## config.mk

```make
export PLATFORM = sky130hd
export DESIGN_NAME = alarm_trigger_flat
export DESIGN_NICKNAME = d
export VERILOG_FILES = /design/src/rtl/alarm_trigger_if.sv /design/src/rtl/alarm_trigger.sv /design/src/flat_wrapper.sv
export SDC_FILE = /design/constraint.sdc
export NUM_CORES = 1
export LEC_CHECK = 0
export CAP_MARGIN = 20
export CORE_ASPECT_RATIO = 0.9
export CORE_UTILIZATION = 40
export CTS_BUF_LIST = sky130_fd_sc_hd__clkbuf_4
export CTS_CLUSTER_SIZE = 28
export DETAILED_ROUTE_END_ITERATION = 12
export MAX_ROUTING_LAYER = met4
export PLACE_DENSITY = 0.67
export SYNTH_ARGS = -nofsm -noshare
export SYNTH_HDL_FRONTEND = slang
export SYNTH_SLANG_ARGS = --single-unit
```

## constraint.sdc

```tcl
create_clock -name clk1khz -period 5.7 [get_ports clk1khz]
set_input_delay 1.71 -clock clk1khz [delete_from_list [all_inputs] [get_ports clk1khz]]
set_output_delay 1.71 -clock clk1khz [all_outputs]
set_load 0.02 [all_outputs]
```

## src/rtl/alarm_trigger_if.sv

```systemverilog
// alarm_trigger_if
//   Bundles the time-of-day, alarm setting, key and ring-status signals
//   exchanged between the alarm trigger and its surroundings.
//   master : drives enable, time, alarm and keys; observes ring status.
//   slave  : the alarm trigger itself.
//   Ports carried:
//     enable      - alarm armed (level)
//     cur_hour/min/sec - current time, packed BCD
//     alm_hour/min     - alarm time, packed BCD
//     stop_key    - single-cycle pulse, silences the alarm
//     snooze_key  - single-cycle pulse, requests snooze
//     on          - ring request to the pattern generator
//     snoozing    - high while snoozing
//     snooze_cnt  - snoozes used in the current alarm event
interface alarm_trigger_if;
  logic       enable;
  logic [7:0] cur_hour;
  logic [7:0] cur_min;
  logic [7:0] cur_sec;
  logic [7:0] alm_hour;
  logic [7:0] alm_min;
  logic       stop_key;
  logic       snooze_key;
  logic       on;
  logic       snoozing;
  logic [2:0] snooze_cnt;

  modport master (
    output enable, cur_hour, cur_min, cur_sec, alm_hour, alm_min,
           stop_key, snooze_key,
    input  on, snoozing, snooze_cnt
  );

  modport slave (
    input  enable, cur_hour, cur_min, cur_sec, alm_hour, alm_min,
           stop_key, snooze_key,
    output on, snoozing, snooze_cnt
  );
endinterface

```

## src/rtl/alarm_trigger.sv

```systemverilog
// alarm_trigger
//   Compares the BCD time of day against the armed alarm time and drives the
//   ring request of the downstream pattern generator for a bounded ring
//   period, with stop and a limited number of snoozes per alarm event.
//   Ports:
//     clk1khz - 1 kHz system tick
//     rst     - synchronous, active-high reset
//     bus     - alarm_trigger_if.slave (time, alarm, keys in; on, snoozing,
//               snooze_cnt out, all outputs registered)
module alarm_trigger #(
  parameter int TICKS_PER_SEC = 1000,
  parameter int RING_SEC      = 60,
  parameter int SNOOZE_SEC    = 300,
  parameter int MAX_SNOOZE    = 3
) (
  input  logic             clk1khz,
  input  logic             rst,
  alarm_trigger_if.slave   bus
);

  localparam logic [31:0] RING_LAST   = 32'(RING_SEC * TICKS_PER_SEC - 1);
  localparam logic [31:0] SNOOZE_LAST = 32'(SNOOZE_SEC * TICKS_PER_SEC - 1);
  localparam logic [2:0]  SNZ_MAX     = 3'(MAX_SNOOZE);

  typedef enum logic [1:0] {
    IDLE    = 2'd0,
    RINGING = 2'd1,
    SNOOZE  = 2'd2
  } state_t;

  state_t      state, state_nxt;
  logic [31:0] tcnt, tcnt_nxt;
  logic [2:0]  snz_cnt, snz_nxt;
  logic        match, match_d, fire;
  logic        on_r, snoozing_r;

  // Raw byte equality; second 00 lasts a whole second, so only the rising
  // edge of the match window is allowed to start an event.
  assign match = bus.enable
               & (bus.cur_hour == bus.alm_hour)
               & (bus.cur_min  == bus.alm_min)
               & (bus.cur_sec  == 8'h00);
  assign fire  = match & ~match_d;

  always_comb begin
    state_nxt = state;
    snz_nxt   = snz_cnt;

    if (!bus.enable) begin
      state_nxt = IDLE;
    end else begin
      case (state)
        IDLE: begin
          if (fire) state_nxt = RINGING;
        end
        RINGING: begin
          if (bus.stop_key) begin
            state_nxt = IDLE;
          end else if (bus.snooze_key && (snz_cnt < SNZ_MAX)) begin
            state_nxt = SNOOZE;
            snz_nxt   = snz_cnt + 3'd1;
          end else if (tcnt == RING_LAST) begin
            state_nxt = IDLE;
          end
        end
        SNOOZE: begin
          if (bus.stop_key) begin
            state_nxt = IDLE;
          end else if (tcnt == SNOOZE_LAST) begin
            state_nxt = RINGING;
          end
        end
        default: state_nxt = IDLE;
      endcase
    end

    // Every way back to IDLE ends the event, so the snooze budget resets.
    if (state_nxt == IDLE) snz_nxt = 3'd0;

    // The counter restarts on any state entry; it is held at zero in IDLE
    // where no timeout applies.
    if ((state_nxt != state) || (state_nxt == IDLE)) begin
      tcnt_nxt = 32'd0;
    end else begin
      tcnt_nxt = tcnt + 32'd1;
    end
  end

  always_ff @(posedge clk1khz) begin
    if (rst) begin
      state      <= IDLE;
      tcnt       <= 32'd0;
      snz_cnt    <= 3'd0;
      match_d    <= 1'b0;
      on_r       <= 1'b0;
      snoozing_r <= 1'b0;
    end else begin
      state      <= state_nxt;
      tcnt       <= tcnt_nxt;
      snz_cnt    <= snz_nxt;
      match_d    <= match;
      on_r       <= (state_nxt == RINGING);
      snoozing_r <= (state_nxt == SNOOZE);
    end
  end

  assign bus.on         = on_r;
  assign bus.snoozing   = snoozing_r;
  assign bus.snooze_cnt = snz_cnt;

endmodule

```

## src/flat_wrapper.sv

```systemverilog
// flat-port wrapper written by rule: the top's interface ports become plain ports
module alarm_trigger_flat 
#(
  parameter int TICKS_PER_SEC = 1000,
  parameter int RING_SEC      = 60,
  parameter int SNOOZE_SEC    = 300,
  parameter int MAX_SNOOZE    = 3
)
  (clk1khz, rst, bus_enable, bus_cur_hour, bus_cur_min, bus_cur_sec, bus_alm_hour, bus_alm_min, bus_stop_key, bus_snooze_key, bus_on, bus_snoozing, bus_snooze_cnt);
  alarm_trigger_if bus_i ();
  input  logic clk1khz;
  input  logic rst;
  input wire logic [$bits(bus_i.enable)-1:0] bus_enable;
  input wire logic [$bits(bus_i.cur_hour)-1:0] bus_cur_hour;
  input wire logic [$bits(bus_i.cur_min)-1:0] bus_cur_min;
  input wire logic [$bits(bus_i.cur_sec)-1:0] bus_cur_sec;
  input wire logic [$bits(bus_i.alm_hour)-1:0] bus_alm_hour;
  input wire logic [$bits(bus_i.alm_min)-1:0] bus_alm_min;
  input wire logic [$bits(bus_i.stop_key)-1:0] bus_stop_key;
  input wire logic [$bits(bus_i.snooze_key)-1:0] bus_snooze_key;
  output wire logic [$bits(bus_i.on)-1:0] bus_on;
  output wire logic [$bits(bus_i.snoozing)-1:0] bus_snoozing;
  output wire logic [$bits(bus_i.snooze_cnt)-1:0] bus_snooze_cnt;
  assign bus_i.enable = bus_enable;
  assign bus_i.cur_hour = bus_cur_hour;
  assign bus_i.cur_min = bus_cur_min;
  assign bus_i.cur_sec = bus_cur_sec;
  assign bus_i.alm_hour = bus_alm_hour;
  assign bus_i.alm_min = bus_alm_min;
  assign bus_i.stop_key = bus_stop_key;
  assign bus_i.snooze_key = bus_snooze_key;
  assign bus_on = bus_i.on;
  assign bus_snoozing = bus_i.snoozing;
  assign bus_snooze_cnt = bus_i.snooze_cnt;
  alarm_trigger #(.TICKS_PER_SEC(TICKS_PER_SEC), .RING_SEC(RING_SEC), .SNOOZE_SEC(SNOOZE_SEC), .MAX_SNOOZE(MAX_SNOOZE)) u_core (.clk1khz(clk1khz), .rst(rst), .bus(bus_i));
endmodule
```

# Yosys cells after proc, flatten, opt, wreduce, memory -nomap -nowiden
# Index checks and enable logic that the tools add are counted.
dict set report word_totals {
  register_bits 40
  latchBits 0
  ram_bits 0
  romBits 0
  in_bits 45
  out_inout_bits 5
  elab_cells 40
  mem_count 0
}
dict set report classes {
  addsub 2
  multipliers 0
  div_mod_pow 0
  n_lt_le_gt_ge 1
  n_eq_ne 9
  shift 0
  muxes 8
  bitwise_logic 6
  n_reduce_logical 8
}
# op n
set ops {}
lappend ops {{32-bit by 1-bit adder with 32-bit output, second input constant} 1}
lappend ops {{32-bit by 16-bit == test with 1-bit output, second input constant} 1}
lappend ops {{32-bit by 19-bit == test with 1-bit output, second input constant} 1}
lappend ops {{8-bit == test} 2}
lappend ops {{2-bit two-way mux} 7}
lappend ops {{8-bit zero test} 1}
lappend ops {{2-bit one-hot mux with 3 select lines} 1}
lappend ops {{1-bit bitwise AND} 4}
lappend ops {{2-bit by 1-bit == test with 1-bit output, second input constant} 2}
lappend ops {{2-bit == test, second input constant} 2}
lappend ops {{2-bit zero test} 2}
lappend ops {{4-bit AND reduction} 1}
lappend ops {{2-bit OR reduction} 2}
lappend ops {{3-bit by 1-bit adder with 3-bit output, second input constant} 1}
lappend ops {{3-bit by 2-bit < comparator with 1-bit output, second input constant} 1}
lappend ops {{2-bit != test} 1}
lappend ops {{1-bit NOT} 2}
lappend ops {{1-bit logical AND} 1}
lappend ops {{1-bit logical OR} 1}

# Depth between registers and ports, before layout
# Gate-level depths: netlist (run 1).
dict set report depth {
  ltp_word 11
  mapped_depth 7
  mapped_depth_nobuf 6
}

# Worst setup path after synthesis (run 1)
# OpenSTA, ideal clock, no wires.
dict set report synth_path {
  kind {input-to-reg}
  start {input bus_alm_hour[4]}
  end {register u_core.snz_cnt[0], in the netlist u_core.bus.snooze_cnt[0]}
  setup_time_ps 86
  arrival_ps 2894
  required_time_ps 5614
  slack_ps 2720
  stages 5
  n_path_buf 0
  cell_sequence {xor2_1 or4_1 nor3_1 a31oi_4 a211oi_1}
}
dict set report synth_via {
  elab_chain_len 10
}
# item line
set synth_rtl {}
lappend synth_rtl {{start, declared} flat_wrapper.sv:17} ;# input wire logic [$bits(bus_i.alm_hour)-1:0] bus_alm_hour;
lappend synth_rtl {{8-bit == test} alarm_trigger.sv:40} ;# & (bus.cur_hour == bus.alm_hour)
lappend synth_rtl {{1-bit bitwise AND} alarm_trigger.sv:40}
lappend synth_rtl {{1-bit bitwise AND} alarm_trigger.sv:41} ;# & (bus.cur_min == bus.alm_min)
lappend synth_rtl {{1-bit bitwise AND} alarm_trigger.sv:42} ;# & (bus.cur_sec == 8'h00);
lappend synth_rtl {{1-bit bitwise AND} alarm_trigger.sv:43} ;# assign fire = match & ~match_d;
lappend synth_rtl {{2-bit two-way mux} alarm_trigger.sv:54} ;# if (fire) state_nxt = RINGING;
lappend synth_rtl {{2-bit one-hot mux with 3 select lines} alarm_trigger.sv:52} ;# case (state)
lappend synth_rtl {{2-bit two-way mux} alarm_trigger.sv:49} ;# if (!bus.enable) begin
lappend synth_rtl {{2-bit zero test} alarm_trigger.sv:78} ;# if (state_nxt == IDLE) snz_nxt = 3'd0;
lappend synth_rtl {{2-bit OR reduction (no source line)} -}
lappend synth_rtl {{end signal, assigned} alarm_trigger.sv:100} ;# snz_cnt <= snz_nxt;
lappend synth_rtl {{end, declared} alarm_trigger.sv:33} ;# logic [2:0] snz_cnt, snz_nxt;
# No other way between the ends.
# A chain may end at the register's enable or synchronous reset.

# Worst setup path in the final report (run 1)
dict set report layout_path {
  start {input bus_enable}
  end {register u_core.tcnt[19]}
}
dict set report layout_via {
  elab_chain_len 10
  word_cells_on_any_way 11
  classes_between {1 x eq/ne; 3 x mux; 4 x bitwise; 3 x reduce/logical}
}
# item line
set layout_rtl {}
lappend layout_rtl {{start, declared} flat_wrapper.sv:13} ;# input wire logic [$bits(bus_i.enable)-1:0] bus_enable;
lappend layout_rtl {{1-bit bitwise AND} alarm_trigger.sv:40}
lappend layout_rtl {{1-bit bitwise AND} alarm_trigger.sv:41}
lappend layout_rtl {{1-bit bitwise AND} alarm_trigger.sv:42}
lappend layout_rtl {{1-bit bitwise AND} alarm_trigger.sv:43}
lappend layout_rtl {{2-bit two-way mux} alarm_trigger.sv:54}
lappend layout_rtl {{2-bit one-hot mux with 3 select lines} alarm_trigger.sv:52}
lappend layout_rtl {{2-bit two-way mux *} alarm_trigger.sv:49}
lappend layout_rtl {{2-bit != test / 2-bit zero test (equally long branches)} alarm_trigger.sv:82} ;# if ((state_nxt != state) || (state_nxt == IDLE)) begin
lappend layout_rtl {{1-bit logical OR *} alarm_trigger.sv:82}
lappend layout_rtl {{2-bit OR reduction (no source line) *} -}
lappend layout_rtl {{end signal, assigned} alarm_trigger.sv:99} ;# tcnt <= tcnt_nxt;
lappend layout_rtl {{end, declared} alarm_trigger.sv:32} ;# logic [31:0] tcnt, tcnt_nxt;
# Mark *: on every way between the ends. The rest lies on a longest branch, timed or not.

==> impl_metrics.json, run 1 <==
{
  "status": "finished clean",
  "fp.coreArea_mm2": 0.00492,
  "pwr-share-comb_pct": 10.0,
  "yosysTopAreaCellShare_pct": 38.4,
  "p_leak_nw": 0.741,
  "swShare_pct": 21.9,
  "fin_crit_sh_pct": 59.1,
  "synth_top_cell_by_area": "dfxtp_1",
  "worstHoldEndpoint": "u_core.tcnt[0]",
  "postLayoutCoreUtil_pct": 54.2,
  "routed_wl_mm": 4.48,
  "start_util_pct": 42.4,
  "layout-drive-gt1-share_pct": 4.78,
  "clock_skew_ps": 4.31,
  "cp_data_required_time_ps": 5900,
  "htreeDepth": 2,
  "drt_pass1_iterations": 4,
  "die_w_um": 78.1,
  "synthCells": 243,
  "cts.path.max_buffers": 2,
  "powerDensity_mw_per_mm2": 172,
  "finalSetupViolCount": 0,
  "drc_errors": 0,
  "yosysWarnings": 0,
  "cts_tree": "built",
  "dieHeight_um": 70.5,
  "nets": 339,
  "fin_setup_tns_ps": 0,
  "ant_nets": 0,
  "grt_pass1_wl_mm": 7.58,
  "hold_buffers": 0,
  "synth_nets": 290,
  "antenna_found_initial": 0,
  "area_delta_synth_final_pct": 28.0,
  "worstHoldStart": "u_core.tcnt[0]",
  "die-area_mm2": 0.00551,
  "fmax_mhz": 297,
  "synth.distinct_cells": 37,
  "maxCapViolations": 0,
  "gr-usage-met3_pct": 3.53,
  "met2_usage_pct": 26.8,
  "startpoint": "bus_enable",
  "rr_endpoint": "u_core.tcnt[19]",
  "pwr-share-seq_pct": 60.7,
  "cts_sinks": 40,
  "rsz0062_at_grt": "no",
  "synth_area_leaders": "dfxtp_1 38%, xnor2_1 18%, nor2_1 7.4%",
  "synth_seq_cells": 40,
  "irDropWorstVdd_mv": 0.0758,
  "dp_hpwl_mm": 3.39,
  "top_usage_layer": "met2",
  "final_cell_mix": "49 x clkdlybuf4s50_1, 42 x xnor2_1, 41 x nor2_1",
  "grt_overflow_total": 0,
  "hp-class": "reg2reg",
  "clk_pin_slew_worst_paths_ps": 110,
  "slew_headroom_pct": 34.1,
  "routedWlPerCell_um": 12.5,
  "clock_power_share_pct": 29.3,
  "vias": 1814,
  "cts_resized": 0,
  "final_common_cell": "clkdlybuf4s50_1",
  "ys_seq_area_share_pct": 38.4,
  "dp.cells": 350,
  "instances_no_fill": 358,
  "viasPerCell": 5.07,
  "syn_avg_cell_area_um2": 8.58,
  "hold_depth": 1,
  "r2r_slack_ps": 3120,
  "rows": 24,
  "clockRootBuffer": "clkbuf_4",
  "end_kind": "register",
  "grt_pass1_vias": 1636,
  "reg2reg_depth": 6,
  "clock_latency_ps": 340,
  "antenna_cells": 0,
  "numPortBuffers": 49,
  "grt_max_degree": 33,
  "cts_made_buffers": 5,
  "cp_max_fo": 32,
  "dr.first_iter.drc_count": 86,
  "startpoint_type": "input pin",
  "cts_setup_buffers": 0,
  "power_switching_mw": 0.101,
  "p_int_mw": 0.359,
  "syn-cell-area_mm2": 0.00209,
  "grt_util_met1_pct": 23.9,
  "finalHoldViolations": 0,
  "period_needed_ps": 3370,
  "worst_slew_pin_slew_ps": 989,
  "gr-usage-all-layers_pct": 17.9,
  "routabilityCongestion": 0.747,
  "maxSlewViolCount": 0,
  "num_io_pins": 50,
  "worstReg2RegStart": "u_core.tcnt[0]",
  "critPathArrivalTime_ps": 3570,
  "crit_type": "in2reg"
}
==> through the flow <==
stage,instance area (um^2),hold slack [ps],power (mW),setup slack [ps]
finish,2670,506,0.460,2330
detailed placement,2620,482,0.332,1930
global placement,2620,478,0.331,1970
CTS,2670,511,0.468,2320
floorplan,2090,453,0.299,2720
global route,2670,561,0.483,2160
==> flip-flops by register name (all words and copies together) (netlist names) <==
| name | count |
|---|---|
| u_core.bus.on | 1 |
| u_core.bus.snooze_cnt | 3 |
| u_core.bus.snoozing | 1 |
| u_core.match_d | 1 |
| u_core.state | 2 |
| u_core.tcnt | 32 |
==> Yosys cell counts (all sizes together) <==
cell type and number:
xnor2 42, nor2 41, dfxtp 40, nor3 16, nand3 13, nand4 12
nor4 12, inv 9, nand2 9, a21oi 7, buf 5, or3 4
xor2 4, a211oi 3, and2 3, a31oi 2, and3 2, clkbuf 2
ha 2, or4 2, or4b 2, a21o 1, a22oi 1, and4 1
and4bb 1, nand3b 1, nand4b 1, nand4bb 1, nor2b 1, nor4b 1
o22ai 1, o31a 1
==> power groups by stage <==
| stage | Combinational, mW | Clock [mW] | Sequential (mW) |
|---|---|---|---|
| after floorplan | 0.0130 | 0 | 0.286 |
| final | 0.0461 | 0.135 | 0.279 |
| after global placement | 0.0455 | 0 | 0.286 |
| after detailed placement | 0.0463 | 0 | 0.286 |
| after CTS | 0.0465 | 0.142 | 0.279 |
| after global routing | 0.0492 | 0.154 | 0.280 |
==> worst max path at each step <==
stage	end	slack, ps
after floorplan	u_core.bus.snooze_cnt[0]	2720
after global placement	u_core.tcnt[12]	1970
after detailed placement	u_core.tcnt[19]	1930
after CTS	u_core.tcnt[12]	2320
after global routing	u_core.tcnt[10]	2160
final	u_core.tcnt[19]	2330
==> final cells by class <==
cell class | instances | area (um^2)
clock buffer | 5 | 37.5
clock inverter | 3 | 13.8
fill | 476 | 2260
inverter | 9 | 33.8
multi-input combinational | 187 | 1210
sequential | 40 | 801
tap | 65 | 81.3
timing repair buffer | 49 | 490
==> cell families (layout without fill, tap and decap cells) <==
kind of cell | Yosys count | after routing | share of synthesized area, %
XOR/XNOR | 46 | 46 | 19.3
flip-flops | 40 | 40 | 38.4
buffers and inverters | 16 | 66 | 3.54
AO/OA/AOI/OAI | 16 | 16 | 5.52
adder cells (fa/ha/maj) | 2 | 2 | 1.20
AND/OR/NAND/NOR | 123 | 123 | 32.0
==> per-layer routing <==
metal	part of all wire, %	routed length, um
met5	0	0
met2	46	2050
met4	1.6	72
met1	50	2260
met3	2.3	103
==> critical path, stage by stage <==
cell	delay, ps
clkdlybuf4s50_1	450
and4bb_2	310
o22ai_1	180
a21o_1	790
nor2_1	120
Power figures use the tool's default switching activity.
==> run 2, diff against run 1 <==
PLACE_DENSITY = 0.69   (was 0.67)
clock period = 2.9 ns   (was 5.7 ns; I/O delays follow)
==> run 2 against run 1 <==
Net effect:
- clock skew rose by 10 ps
- cell count did not move
- hold slack improved by 12 ps
- critical path depth rose by 1
- design area rose by 0.23%
- register-to-register slack got worse by 2400 ps
- sequential power rose by 97%
- count of clock-buffer cells in the layout rose by 1
- routed wire length fell by 1.7%
- combinational power rose by 95%
- highest routed layer unchanged
==> impl_metrics.json, run 2 (synthesized netlist as in run 1, its figures left out) <==
{
  "area_delta_synth_final_pct": 28.3,
  "fin_setup_tns_ps": 0,
  "end_kind": "register",
  "drt_pass1_iterations": 4,
  "viasPerCell": 5.18,
  "dr.first_iter.drc_count": 131,
  "instances_no_fill": 358,
  "antenna_found_initial": 0,
  "slowest_delay_ps": 410,
  "dp.cells": 351,
  "path_cells": "clkdlybuf4s50_1 > xor2_1 > or4_1 > nor3_1 > a31oi_4 > a211oi_1",
  "postLayoutCoreUtil_pct": 54.3,
  "pre_cts_ws_ps": 205,
  "slew_headroom_pct": 61.7,
  "start_util_pct": 42.4,
  "p_int_mw": 0.716,
  "fmax_mhz": 425,
  "status": "finished clean",
  "clock_latency_ps": 340,
  "ant_nets": 0,
  "drc_errors": 0,
  "final_cell_mix": "49 x clkdlybuf4s50_1, 42 x xnor2_1, 41 x nor2_1",
  "grt_overflow_total": 0,
  "critPathArrivalTime_ps": 2610,
  "startpoint_type": "input pin",
  "dieHeight_um": 70.5,
  "top_register": "u_core.tcnt",
  "die_w_um": 78.1,
  "vias": 1853,
  "maxCapViolations": 0,
  "rows": 24,
  "grt_pass1_wl_mm": 7.49,
  "dp_hpwl_mm": 3.26,
  "routedWlPerCell_um": 12.3,
  "clockRootBuffer": "clkbuf_4",
  "cp_max_fo": 5,
  "timing.final.ws_setup_ps": 548,
  "cts_tree": "built",
  "clock_power_share_pct": 29.4,
  "power_switching_mw": 0.188,
  "maxSlewViolCount": 0,
  "fin_crit_sh_pct": 81.1,
  "routed_wl_mm": 4.40,
  "p_leak_nw": 0.745,
  "fp.coreArea_mm2": 0.00492,
  "irDropWorstVdd_mv": 0.157,
  "grt_pass1_vias": 1703,
  "gr-usage-all-layers_pct": 17.5,
  "swShare_pct": 20.8,
  "worst_slew_pin_slew_ps": 574,
  "cp_data_required_time_ps": 3160,
  "cts_setup_buffers": 0,
  "layout-drive-gt1-share_pct": 5.12,
  "clk_pin_slew_worst_paths_ps": 110,
  "largest_reg_flops": 32,
  "hold_buffers": 0,
  "hp-class": "reg2reg",
  "htreeDepth": 2,
  "cts_sinks": 40,
  "cts.path.max_buffers": 2,
  "pwr-share-comb_pct": 9.9,
  "antenna_cells": 0,
  "crit_type": "in2reg",
  "num_io_pins": 50,
  "crit_path_top_delay_cell": "clkdlybuf4s50_1",
  "final_common_cell": "clkdlybuf4s50_1",
  "cts_made_buffers": 5,
  "grt_max_degree": 33,
  "finalHoldViolations": 0,
  "rsz0062_at_grt": "no",
  "routabilityCongestion": 0.745,
  "numPortBuffers": 49,
  "finalSetupViolCount": 0,
  "nets": 340,
  "cts_resized": 0,
  "powerDensity_mw_per_mm2": 338,
  "period_needed_ps": 2350,
  "pwr-share-seq_pct": 60.7,
  "die-area_mm2": 0.00551,
  "clock_skew_ps": 14.5
}
[run 2: layout make-up]
type | instances | area, um^2
clock buffer | 6 | 45.0
clock inverter | 1 | 5.00
timing repair buffer | 50 | 498
tap | 65 | 81.3
multi-input combinational | 187 | 1210
inverter | 9 | 33.8
sequential | 40 | 801
fill | 456 | 2250
[run 2: path summary, 6_finish.rpt]
| kind | start | to | slack, ps | cells past startpoint |
|---|---|---|---|---|
| min | u_core.tcnt[0] | u_core.tcnt[0] | 520 | 1 |
| max reg2reg | u_core.tcnt[0] | u_core.tcnt[14] | 680 | 7 |
| min reg2reg | u_core.tcnt[0] | u_core.tcnt[0] | 520 | 1 |
| max | bus_alm_hour[4] | u_core.bus.snooze_cnt[2] | 550 | 6 |
[run 2: worst max-delay path, delay by kind of cell]
kind,cells,cell delay [ps]
compound gates,2,430
xor+xnor,1,160
buf+inv,1,410
simple gates,2,750
[run 2: layer usage]
metal	vias to the layer above	wire length, um	track usage, %
li1	949	-	-
met1	858	2200	22.0
met2	40	2000	27.6
met3	6	153	4.44
met4	0	54	5.35
met5	-	0	-
[run 2: through the flow]
| stage | hold WS, ps | cell area, um^2 | power [mW] |
|---|---|---|---|
| finish | 518 | 2680 | 0.904 |
| global route | 560 | 2680 | 0.949 |
| CTS | 513 | 2680 | 0.915 |
| detailed placement | 485 | 2630 | 0.652 |
| global placement | 479 | 2630 | 0.651 |
| floorplan | 453 | 2090 | 0.587 |
[run 2: power by group through the flow]
stage / Sequential, mW / Clock (mW) / Combinational, mW
after floorplan: 0.562 / 0 / 0.0256
after global placement: 0.562 / 0 / 0.0896
after detailed placement: 0.562 / 0 / 0.0908
after CTS: 0.549 / 0.275 / 0.0909
after global routing: 0.549 / 0.303 / 0.0967
final: 0.549 / 0.266 / 0.0899
==> run 3, diff against run 2 <==
PLACE_DENSITY = 0.67   (was 0.69)
clock period = 2.4 ns   (was 2.9 ns; I/O delays follow)
==> run 3 against run 2 <==
Net effect:
- largest cell class unchanged
- routed wire length grew 3.3%
- critical endpoint is now bus_snooze_cnt[0]
- clock power is 67% higher
- core utilization up 1.6 points
- critical path depth decreased by 5
- highest routed layer unchanged
- sequential cell count unchanged
- via count down 1.2%
- hold slack better by 23 ps
- combinational power rose by 25%
==> impl_metrics.json, run 3 (synthesized netlist as in run 1, its figures left out) <==
{
  "cts_sinks": 40,
  "fin_setup_tns_ps": 0,
  "nets": 345,
  "wl_met2_mm": 2.08,
  "p_total_mw": 1.22,
  "fmax_mhz": 471,
  "irDropWorstVdd_mv": 0.304,
  "final_common_cell": "clkdlybuf4s50_1",
  "status": "finished clean",
  "area_delta_synth_final_pct": 32.1,
  "cts_made_buffers": 5,
  "crit_path_top_delay_cell": "clkdlybuf4s50_1",
  "cp_data_required_time_ps": 1680,
  "die-area_mm2": 0.00551,
  "cts_setup_buffers": 0,
  "routed_wl_mm": 4.55,
  "grt_pass1_vias": 1692,
  "n_fill_cell": 471,
  "antenna_cells": 0,
  "drc_errors": 0,
  "finalHoldViolations": 0,
  "fin_crit_sh_pct": 88.4,
  "cts.path.max_buffers": 2,
  "path_cells": "clkdlybuf4s50_1",
  "top_register": "u_core.tcnt",
  "fp.coreArea_mm2": 0.00492,
  "numPortBuffers": 49,
  "num_io_pins": 50,
  "stdcell_area_mm2": 0.00276,
  "pwr-share-seq_pct": 54.3,
  "die_w_um": 78.1,
  "cp_num_buf_inv": 1,
  "p_int_mw": 0.978,
  "end_kind": "primary output",
  "dpl-instance-area_mm2": 0.00268,
  "hold_buffers": 0,
  "clock_power_share_pct": 36.4,
  "postLayoutCoreUtil_pct": 55.9,
  "p_leak_nw": 0.790,
  "slowest_delay_ps": 630,
  "maxSlewViolCount": 0,
  "rows": 24,
  "dr_wl_met3_um": 119,
  "power_switching_mw": 0.243,
  "vias": 1830,
  "instances_no_fill": 364,
  "dp.cells": 356,
  "cp_max_fo": 5,
  "clockRootBuffer": "clkbuf_4",
  "grt_max_degree": 33,
  "antenna_found_initial": 0,
  "worst_slew_pin_slew_ps": 587,
  "rsz0062_at_grt": "no",
  "powerDensity_mw_per_mm2": 443,
  "hp-class": "reg2reg",
  "largest_reg_flops": 32,
  "timing.final.ws_setup_ps": 277,
  "cts_resized": 0,
  "dr.first_iter.drc_count": 124,
  "route.layer.met1.wl_mm": 2.30,
  "crit_family": "buffers and inverters",
  "clock_skew_ps": 15.8,
  "routed.top_layer": "met4",
  "dieHeight_um": 70.5,
  "gr-usage-all-layers_pct": 18.5,
  "grt_pass1_wl_mm": 7.74,
  "cts_tree": "built",
  "dp_hpwl_mm": 3.46,
  "crit_type": "reg2out",
  "slew_headroom_pct": 60.8,
  "grt_overflow_total": 0,
  "routedWlPerCell_um": 12.5,
  "viasPerCell": 5.03,
  "period_needed_ps": 2120,
  "layout-drive-gt1-share_pct": 7.02,
  "routabilityCongestion": 0.731,
  "drt_pass1_iterations": 4,
  "swShare_pct": 19.9,
  "clk_pin_slew_worst_paths_ps": 120,
  "clock_latency_ps": 350,
  "pwr-share-comb_pct": 9.2,
  "start_util_pct": 42.4,
  "pre_cts_ws_ps": -37.0,
  "final_cell_mix": "49 x clkdlybuf4s50_1, 42 x xnor2_1, 41 x nor2_1",
  "critPathArrivalTime_ps": 1400,
  "timing.hold.ws_ps": 540,
  "finalSetupViolCount": 0,
  "maxCapViolations": 0,
  "htreeDepth": 2,
  "startpoint_type": "register",
  "ant_nets": 0
}
[run 3: cell count changes in the layout (fill, tap and decap cells not counted), sizes merged]
| cell | previous run | this run |
|---|---|---|
| buf | 1 | 6 |
| bufinv | 0 | 1 |
[run 3: worst paths after layout]
kind / depth (start not counted) / slack (ps) / start / to
setup reg to reg: 5 / 290 / u_core.tcnt[18] / u_core.bus.snooze_cnt[2]
hold reg to reg: 2 / 540 / u_core.tcnt[31] / u_core.tcnt[31]
hold / removal: 2 / 540 / u_core.tcnt[31] / u_core.tcnt[31]
setup / recovery: 1 / 280 / u_core.bus.snooze_cnt[0] / bus_snooze_cnt[0]
[run 3: metal layers]
| metal | global-route usage [%] | vias to the layer above |
|---|---|---|
| met3 | 3.92 | 7 |
| met2 | 28.9 | 21 |
| met4 | 5.56 | 0 |
| met1 | 24.0 | 839 |
| met5 | - | - |
| li1 | - | 963 |
[run 3: power groups by stage]
stage | clock network (mW) | registers, mW | logic [mW]
4_1_cts | 0.456 | 0.664 | 0.113
3_5_place_dp | 0 | 0.679 | 0.113
3_3_place_gp | 0 | 0.679 | 0.111
2_1_floorplan | 0 | 0.679 | 0.0309
6_report | 0.445 | 0.664 | 0.112
5_1_grt | 0.486 | 0.664 | 0.121
[run 3: layout make-up]
cell class / instances / area, um^2 / share of cell area [%]
Clock inverter: 2 / 35.0 / 1.27
Multi-Input combinational cell: 187 / 1210 / 44.0
Inverter: 9 / 33.8 / 1.23
Timing Repair Buffer: 55 / 548 / 19.9
Sequential cell: 40 / 801 / 29.1
Clock buffer: 6 / 45.0 / 1.63
Tap cell: 65 / 81.3 / 2.95
